--- src/rtl/fifo_drain_arbiter_if.sv ---
// fifo_drain_arbiter_if
//   Bundles the read-side FIFO bank signals and the single valid/ready
//   output stream of the drain arbiter.
//
//   FIFO side : src_empty (per-FIFO empty flag), src_data (per-FIFO
//               first-word-fall-through data, source i at
//               [i*DATA_WIDTH +: DATA_WIDTH]), src_rEn (per-FIFO pop strobe).
//   Out side  : out_valid, out_ready, out_data, out_src (producing source),
//               out_last (final word of a full-length burst).
//
//   master : the arbiter (drives pops and the output stream).
//   slave  : the FIFO bank / consumer side.
interface fifo_drain_arbiter_if #(
  parameter int NUM_SRC    = 4,
  parameter int DATA_WIDTH = 32
);
  localparam int SRC_W = (NUM_SRC > 1) ? $clog2(NUM_SRC) : 1;

  logic [NUM_SRC-1:0]            src_empty;
  logic [NUM_SRC*DATA_WIDTH-1:0] src_data;
  logic [NUM_SRC-1:0]            src_rEn;
  logic                          out_valid;
  logic                          out_ready;
  logic [DATA_WIDTH-1:0]         out_data;
  logic [SRC_W-1:0]              out_src;
  logic                          out_last;

  modport master (
    input  src_empty, src_data, out_ready,
    output src_rEn, out_valid, out_data, out_src, out_last
  );

  modport slave (
    output src_empty, src_data, out_ready,
    input  src_rEn, out_valid, out_data, out_src, out_last
  );
endinterface

--- src/rtl/fifo_drain_arbiter.sv ---
// fifo_drain_arbiter
//   Drains NUM_SRC async FIFO read ports (all in the rClk domain) into one
//   registered valid/ready stream. One FIFO is granted at a time, picked
//   round-robin, and popped for up to BURST_MAX words per grant.
//
//   Ports:
//     rClk      read-domain clock shared with every FIFO read side
//     arst_n    asynchronous active-low reset
//     enable    allows new grants (a running burst always completes)
//     prio_mask per-source priority class (only with FIFO_ARB_PRIO_EN)
//     busy      a burst is in progress or the output register holds a word
//     bus       fifo_drain_arbiter_if.master: FIFO pops/data and out stream
//
//   Optional feature macro: FIFO_ARB_PRIO_EN
//     When defined, IDLE selection prefers non-empty sources whose prio_mask
//     bit is set, falling back to the remaining non-empty sources.
module fifo_drain_arbiter #(
  parameter int NUM_SRC    = 4,
  parameter int DATA_WIDTH = 32,
  parameter int BURST_MAX  = 8
) (
  input  logic                 rClk,
  input  logic                 arst_n,
  input  logic                 enable,
`ifdef FIFO_ARB_PRIO_EN
  input  logic [NUM_SRC-1:0]   prio_mask,
`endif
  output logic                 busy,
  fifo_drain_arbiter_if.master bus
);

  localparam int SRC_W = (NUM_SRC > 1) ? $clog2(NUM_SRC) : 1;
  localparam int CNT_W = $clog2(BURST_MAX + 1);

  typedef enum logic {IDLE, BURST} state_t;

  state_t                state_q, state_d;
  logic [SRC_W-1:0]      grant_q, grant_d;
  logic [SRC_W-1:0]      rr_ptr_q, rr_ptr_d;
  logic [CNT_W-1:0]      burst_cnt_q, burst_cnt_d;
  logic                  out_valid_q, out_valid_d;
  logic [DATA_WIDTH-1:0] out_data_q, out_data_d;
  logic [SRC_W-1:0]      out_src_q, out_src_d;
  logic                  out_last_q, out_last_d;

  logic [NUM_SRC-1:0]    req;
  logic [SRC_W-1:0]      pick;
  logic [SRC_W-1:0]      next_src;
  logic                  can_accept;
  logic                  grant_empty;
  logic                  pop;
  logic [DATA_WIDTH-1:0] grant_data;
  logic [NUM_SRC-1:0]    src_ren;

  // First set bit of req at or after start, wrapping modulo NUM_SRC.
  // The extra index bit keeps start+offset from overflowing before the wrap.
  function automatic logic [SRC_W-1:0] rr_pick(input logic [NUM_SRC-1:0] r,
                                               input logic [SRC_W-1:0]   start);
    logic [SRC_W-1:0] sel;
    logic [SRC_W:0]   idx;
    logic             found;
    sel   = start;
    found = 1'b0;
    for (int off = 0; off < NUM_SRC; off++) begin
      idx = {1'b0, start} + (SRC_W+1)'(off);
      if (idx >= (SRC_W+1)'(NUM_SRC)) idx = idx - (SRC_W+1)'(NUM_SRC);
      if (!found && r[idx[SRC_W-1:0]]) begin
        sel   = idx[SRC_W-1:0];
        found = 1'b1;
      end
    end
    return sel;
  endfunction

  assign req = ~bus.src_empty;

`ifdef FIFO_ARB_PRIO_EN
  logic [NUM_SRC-1:0] req_hi;
  assign req_hi = req & prio_mask;
  assign pick   = (|req_hi) ? rr_pick(req_hi, rr_ptr_q) : rr_pick(req, rr_ptr_q);
`else
  assign pick   = rr_pick(req, rr_ptr_q);
`endif

  assign next_src    = (grant_q == SRC_W'(NUM_SRC - 1)) ? '0 : grant_q + SRC_W'(1);
  assign can_accept  = ~out_valid_q | bus.out_ready;
  assign grant_empty = bus.src_empty[grant_q];
  assign grant_data  = bus.src_data[int'(grant_q)*DATA_WIDTH +: DATA_WIDTH];
  // Pop is combinational so a word can be replaced in the same cycle it
  // is consumed, giving one word per cycle inside a burst.
  assign pop         = (state_q == BURST) & ~grant_empty & can_accept;

  always_comb begin
    src_ren = '0;
    if (pop) src_ren[grant_q] = 1'b1;
  end

  // Next-state logic for the grant FSM and the output register.
  always_comb begin
    state_d     = state_q;
    grant_d     = grant_q;
    rr_ptr_d    = rr_ptr_q;
    burst_cnt_d = burst_cnt_q;
    out_valid_d = out_valid_q;
    out_data_d  = out_data_q;
    out_src_d   = out_src_q;
    out_last_d  = out_last_q;

    if (out_valid_q && bus.out_ready) out_valid_d = 1'b0;

    case (state_q)
      IDLE: begin
        if (enable && (|req)) begin
          grant_d     = pick;
          burst_cnt_d = '0;
          state_d     = BURST;
        end
      end
      BURST: begin
        if (pop) begin
          out_valid_d = 1'b1;
          out_data_d  = grant_data;
          out_src_d   = grant_q;
          out_last_d  = (burst_cnt_q == CNT_W'(BURST_MAX - 1));
          burst_cnt_d = burst_cnt_q + CNT_W'(1);
          if (burst_cnt_q == CNT_W'(BURST_MAX - 1)) begin
            rr_ptr_d = next_src;
            state_d  = IDLE;
          end
        end else if (grant_empty) begin
          // Source ran dry: end the grant early without flagging last.
          rr_ptr_d = next_src;
          state_d  = IDLE;
        end
      end
      default: state_d = IDLE;
    endcase
  end

  // State and output registers; reset discards any word in flight.
  always_ff @(posedge rClk or negedge arst_n) begin
    if (!arst_n) begin
      state_q     <= IDLE;
      grant_q     <= '0;
      rr_ptr_q    <= '0;
      burst_cnt_q <= '0;
      out_valid_q <= 1'b0;
      out_data_q  <= '0;
      out_src_q   <= '0;
      out_last_q  <= 1'b0;
    end else begin
      state_q     <= state_d;
      grant_q     <= grant_d;
      rr_ptr_q    <= rr_ptr_d;
      burst_cnt_q <= burst_cnt_d;
      out_valid_q <= out_valid_d;
      out_data_q  <= out_data_d;
      out_src_q   <= out_src_d;
      out_last_q  <= out_last_d;
    end
  end

  assign bus.src_rEn   = src_ren;
  assign bus.out_valid = out_valid_q;
  assign bus.out_data  = out_data_q;
  assign bus.out_src   = out_src_q;
  assign bus.out_last  = out_last_q;
  assign busy          = (state_q == BURST) | out_valid_q;

endmodule

--- src/flat_wrapper.sv ---
// flat-port wrapper written by rule: the top's interface ports become plain ports
module fifo_drain_arbiter_flat 
#(
  parameter int NUM_SRC    = 4,
  parameter int DATA_WIDTH = 32,
  parameter int BURST_MAX  = 8
)
  (rClk, arst_n, enable, busy, bus_src_empty, bus_src_data, bus_out_ready, bus_src_rEn, bus_out_valid, bus_out_data, bus_out_src, bus_out_last);
  fifo_drain_arbiter_if #(.NUM_SRC(NUM_SRC), .DATA_WIDTH(DATA_WIDTH)) bus_i ();
  input  logic rClk;
  input  logic arst_n;
  input  logic enable;
  output logic busy;
  input wire logic [$bits(bus_i.src_empty)-1:0] bus_src_empty;
  input wire logic [$bits(bus_i.src_data)-1:0] bus_src_data;
  input wire logic [$bits(bus_i.out_ready)-1:0] bus_out_ready;
  output wire logic [$bits(bus_i.src_rEn)-1:0] bus_src_rEn;
  output wire logic [$bits(bus_i.out_valid)-1:0] bus_out_valid;
  output wire logic [$bits(bus_i.out_data)-1:0] bus_out_data;
  output wire logic [$bits(bus_i.out_src)-1:0] bus_out_src;
  output wire logic [$bits(bus_i.out_last)-1:0] bus_out_last;
  assign bus_i.src_empty = bus_src_empty;
  assign bus_i.src_data = bus_src_data;
  assign bus_i.out_ready = bus_out_ready;
  assign bus_src_rEn = bus_i.src_rEn;
  assign bus_out_valid = bus_i.out_valid;
  assign bus_out_data = bus_i.out_data;
  assign bus_out_src = bus_i.out_src;
  assign bus_out_last = bus_i.out_last;
  fifo_drain_arbiter #(.NUM_SRC(NUM_SRC), .DATA_WIDTH(DATA_WIDTH), .BURST_MAX(BURST_MAX)) u_core (.rClk(rClk), .arst_n(arst_n), .enable(enable), .busy(busy), .bus(bus_i));
endmodule
--- config.mk ---
export PLATFORM = sky130hd
export DESIGN_NAME = fifo_drain_arbiter_flat
export DESIGN_NICKNAME = d
export VERILOG_FILES = /design/src/rtl/fifo_drain_arbiter_if.sv /design/src/rtl/fifo_drain_arbiter.sv /design/src/flat_wrapper.sv
export SDC_FILE = /design/constraint.sdc
export NUM_CORES = 1
export LEC_CHECK = 0
export ABC_AREA = 0
export CAP_MARGIN = 10
export CORE_UTILIZATION = 41
export DETAILED_ROUTE_END_ITERATION = 7
export GPL_TIMING_DRIVEN = 0
export MAX_ROUTING_LAYER = met4
export PLACE_DENSITY = 0.95
export SYNTH_ARGS = -nofsm -noshare
export SYNTH_HDL_FRONTEND = slang
export SYNTH_SLANG_ARGS = --single-unit
--- constraint.sdc ---
create_clock -name rClk -period 2.5 [get_ports rClk]
set_input_delay 0.25 -clock rClk [delete_from_list [all_inputs] [get_ports rClk]]
set_output_delay 0.25 -clock rClk [all_outputs]
set_load 0.03 [all_outputs]
==> impl_metrics.yaml, run 1 <==
run_status:
  status: "finished clean"
synth:
  synthCells: 192
  synth_area_leaders: "dfrtp_1 (38%), mux4_2 (25%), mux2_4 (13%)"
  ys_ff_latch: 45
  ys.flop_type: "dfrtp_1"
  synth_nets: 333
  yosysSeqAreaShare_pct: 38.5
  avgSynthCellArea_um2: 15.2
  ys_types: 37
  async_reset_ff_share_pct: 100
  synth_top_cell_area_share_pct: 38.5
  yosys_warnings: 0
  syn-cell-area_um2: 2930
  synth_top_area_cell: "dfrtp_1"
  synth_edf_count: 0
worst_setup_path:
  cp_slowest_cell: "dfrtp_1"
  critical_path.cell_chain: "buf_6 -> mux2i_4 -> nand4_4 -> nand2_8 -> buf_8 -> and2_1 -> clkdlybuf4s15_2"
  r2r-start: "u_core.grant_q[1]"
  regToRegEndpoint: "u_core.bus.out_data[28]"
  critPathLaunchType: "flip-flop"
  required_ns: 2.25
  critical_path.max_fanout: 10
  reg2reg_depth: 7
  endpoint_kind: "output port"
  crit_type: "flip-flop to output port"
  r2r_setup_slack_ns: 0.46
  cp_slowest_stage_delay_ns: 0.40
  crit_start: "u_core.grant_q[1]"
  worstPathArrival_ns: 2.14
grt:
  grt_use_total_pct: 25.7
  grt_pass1_wl_um: 14100
  grt_max_degree: 27
  grt_pass1_vias: 2736
  antenna_found_initial: 0
  grt_overflow: 0
finish:
  nets: 520
  nFillCells: 455
  final_cell_mix: "clkdlybuf4s50_1 (171), dfrtp_1 (45), mux4_2 (32)"
  utilization_pct: 73.0
  num_antenna_cells: 0
  area_delta_synth_final_pct: 70.5
  mostFrequentLayoutCell: "clkdlybuf4s50_1"
  drive_above_1_share_pct: 26.1
detailed_routing:
  num_vias: 2522
  dr.pass1.iters: 4
  finalWirelength_um: 9180
  routedWlPerCell_um: 19.3
  drtIter0Drc: 82
  ant_nets: 0
  drc: 0
  vias_per_cell: 5.30
floorplanning:
  die_h_um: 86.5
  dieArea_um2: 7480
  row_count: 30
  io_pins: 177
  coreArea_um2: 6830
  die_w_um: 86.5
  start_util_pct: 42.8
placement:
  place_hpwl_um: 7240
  routabilityCongestion: 0.857
  dp_slack_ns: -0.262
  port_buffers: 176
cts:
  cts_made_buffers: 5
  clock_sinks: 45
  clk_pin_slew_ns: 0.09
  cts_max_path_buffers: 2
  cts_max_level: 2
  clk_latency_ns: 0.29
  cts_root_buf: "clkbuf_8"
  cts_tree: "done"
power_and_ir_drop:
  cellPowerDensity_nw_per_um2: 1120
  ir_worst_vdd_uv: 560
  p_leak_uw: 0.00196
timing:
  finalCritPeriodShare_pct: 95.5
  whs_ns: 0.459
  setup_viol: 0
  setup_slack_ns: 0.113
  hold_viol: 0
  rsz0062_at_grt: "false"
  slew_headroom_pct: 56.7
  slew_viol_final: 0
  fmax_ghz: 0.419
  skew_ns: 0.00942
  fin_crit_ns: 2.39
  worst_slew_pin_slew_ns: 0.649
min_path:
  hold_class: "primary input to asynchronous set/reset pin"
flow_run:
  maxCapViolations: 0
## power by group
| part | switching [uW] | internal [uW] | total, uW |
|---|---|---|---|
| clock | 249 | 326 | 576 |
| sequential | 226 | 1080 | 1310 |
| combinational | 1720 | 1990 | 3710 |
## state kept, by name (all words and copies together), names as in the netlist
signal / count
u_core.bus.out_data: 32
u_core.bus.out_src: 2
u_core.grant_q: 2
u_core.bus.out_last: 1
u_core.bus.out_valid: 1
u_core.rr_ptr_q: 2
u_core.burst_cnt_q: 4
u_core.state_q: 1
## synthesized netlist by cell type (2+ instances only)
cell and number:
o21ai_0 9, buf_2 3, mux4_2 32, nand2b_1 3
mux2i_1 2, mux2_2 8, nand2_1 6, dfrtp_1 45
mux2i_2 2, nand4_4 2, a21oi_1 3, and2_1 5
clkbuf_1 3, buf_4 3, mux2_4 26, ha_1 5
buf_12 2, nand3_1 5, inv_1 5, nor2_1 4
nand4_1 3
## timing repair
| item | CTS | global route |
|---|---|---|
| setup buffers | 0 | 2 |
| hold endpoints to repair | 19 | 0 |
| hold buffers | 1 | 0 |
| gates resized for setup | 15 | 0 |
| endpoints found under the setup margin | 4 | 4 |
| pin swaps | 0 | 1 |
## worst max-delay path, delay by kind of cell (launching register included)
family                 cells  cell delay [ns]
multiplexers               1             0.30
buffers and inverters      3             0.64
flip-flops                 1             0.40
AND/OR/NAND/NOR            3             0.51
## area by class of cell
type | count | area, um2 | area share, %
plain buffers | 13 | 116 | 2.33
clock buffers | 7 | 86.3 | 1.73
clock inverters | 1 | 30.0 | 0.602
inverters | 5 | 18.8 | 0.376
multi-input cells | 129 | 1680 | 33.7
flip-flops and latches | 45 | 1130 | 22.6
well taps | 96 | 120 | 2.41
repair buffers | 180 | 1810 | 36.2
## routing by layer
| metal | wire [um] | track usage, % | vias up |
|---|---|---|---|
| met1 | 3400 | 28.9 | 1277 |
| met4 | 87 | 5.30 | 0 |
| li1 | - | - | 1127 |
| met5 | 0 | - | - |
| met3 | 668 | 5.43 | 10 |
| met2 | 5020 | 47.1 | 108 |
## through the flow
step | TNS, ns | power (uW) | std cells | instance area [um2]
floorplan | 0 | 3760 | 192 | 2930
global placement | -5.30 | 4880 | 464 | 4810
detailed placement | -1.03 | 5010 | 465 | 4820
CTS | 0 | 5610 | 474 | 4970
global route | 0 | 5880 | 476 | 4990
finish | 0 | 5600 | 476 | 4990
## how the worst max path moves through the flow
| stage | to | slack, ns | depth (start not counted) |
|---|---|---|---|
| after detailed placement | bus_src_rEn[0] | -0.26 | 7 |
| after global placement | bus_src_rEn[0] | -0.22 | 7 |
| after CTS | bus_src_rEn[0] | 0.03 | 7 |
| after global routing | bus_src_rEn[0] | 0.02 | 7 |
| final | bus_src_rEn[0] | 0.11 | 7 |
| after floorplan | bus_src_rEn[0] | 0.64 | 6 |
## logic make-up (layout without fill, tap and decap cells)
family          count (synthesis)  count (layout)  synth area share [%]
buf+inv                        18             206                  4.58
compound gates                 21              21                  4.53
fa+ha+maj                       5               5                  2.14
flops                          45              45                  38.5
mux                            70              70                  42.7
simple gates                   33              33                  7.57
Note: power is estimated with default switching activity, not from simulation.
==> run 2, diff against run 1 <==
--- a/config.mk
+++ b/config.mk
@@ -12,6 +12,7 @@
 export GPL_TIMING_DRIVEN = 0
 export MAX_ROUTING_LAYER = met4
 export PLACE_DENSITY = 0.95
+export SLEW_MARGIN = 25
 export SYNTH_ARGS = -nofsm -noshare
 export SYNTH_HDL_FRONTEND = slang
 export SYNTH_SLANG_ARGS = --single-unit
==> results of run 2 <==
No change in the layout: final DEF, timing and power equal those of run 1.
==> run 3, diff against run 2 <==
--- a/config.mk
+++ b/config.mk
@@ -12,7 +12,7 @@
 export GPL_TIMING_DRIVEN = 0
 export MAX_ROUTING_LAYER = met4
 export PLACE_DENSITY = 0.95
-export SLEW_MARGIN = 25
+export SLEW_MARGIN = 20
 export SYNTH_ARGS = -nofsm -noshare
 export SYNTH_HDL_FRONTEND = slang
 export SYNTH_SLANG_ARGS = --single-unit
==> results of run 3 <==
No change in the layout: final DEF, timing and power equal those of run 1.
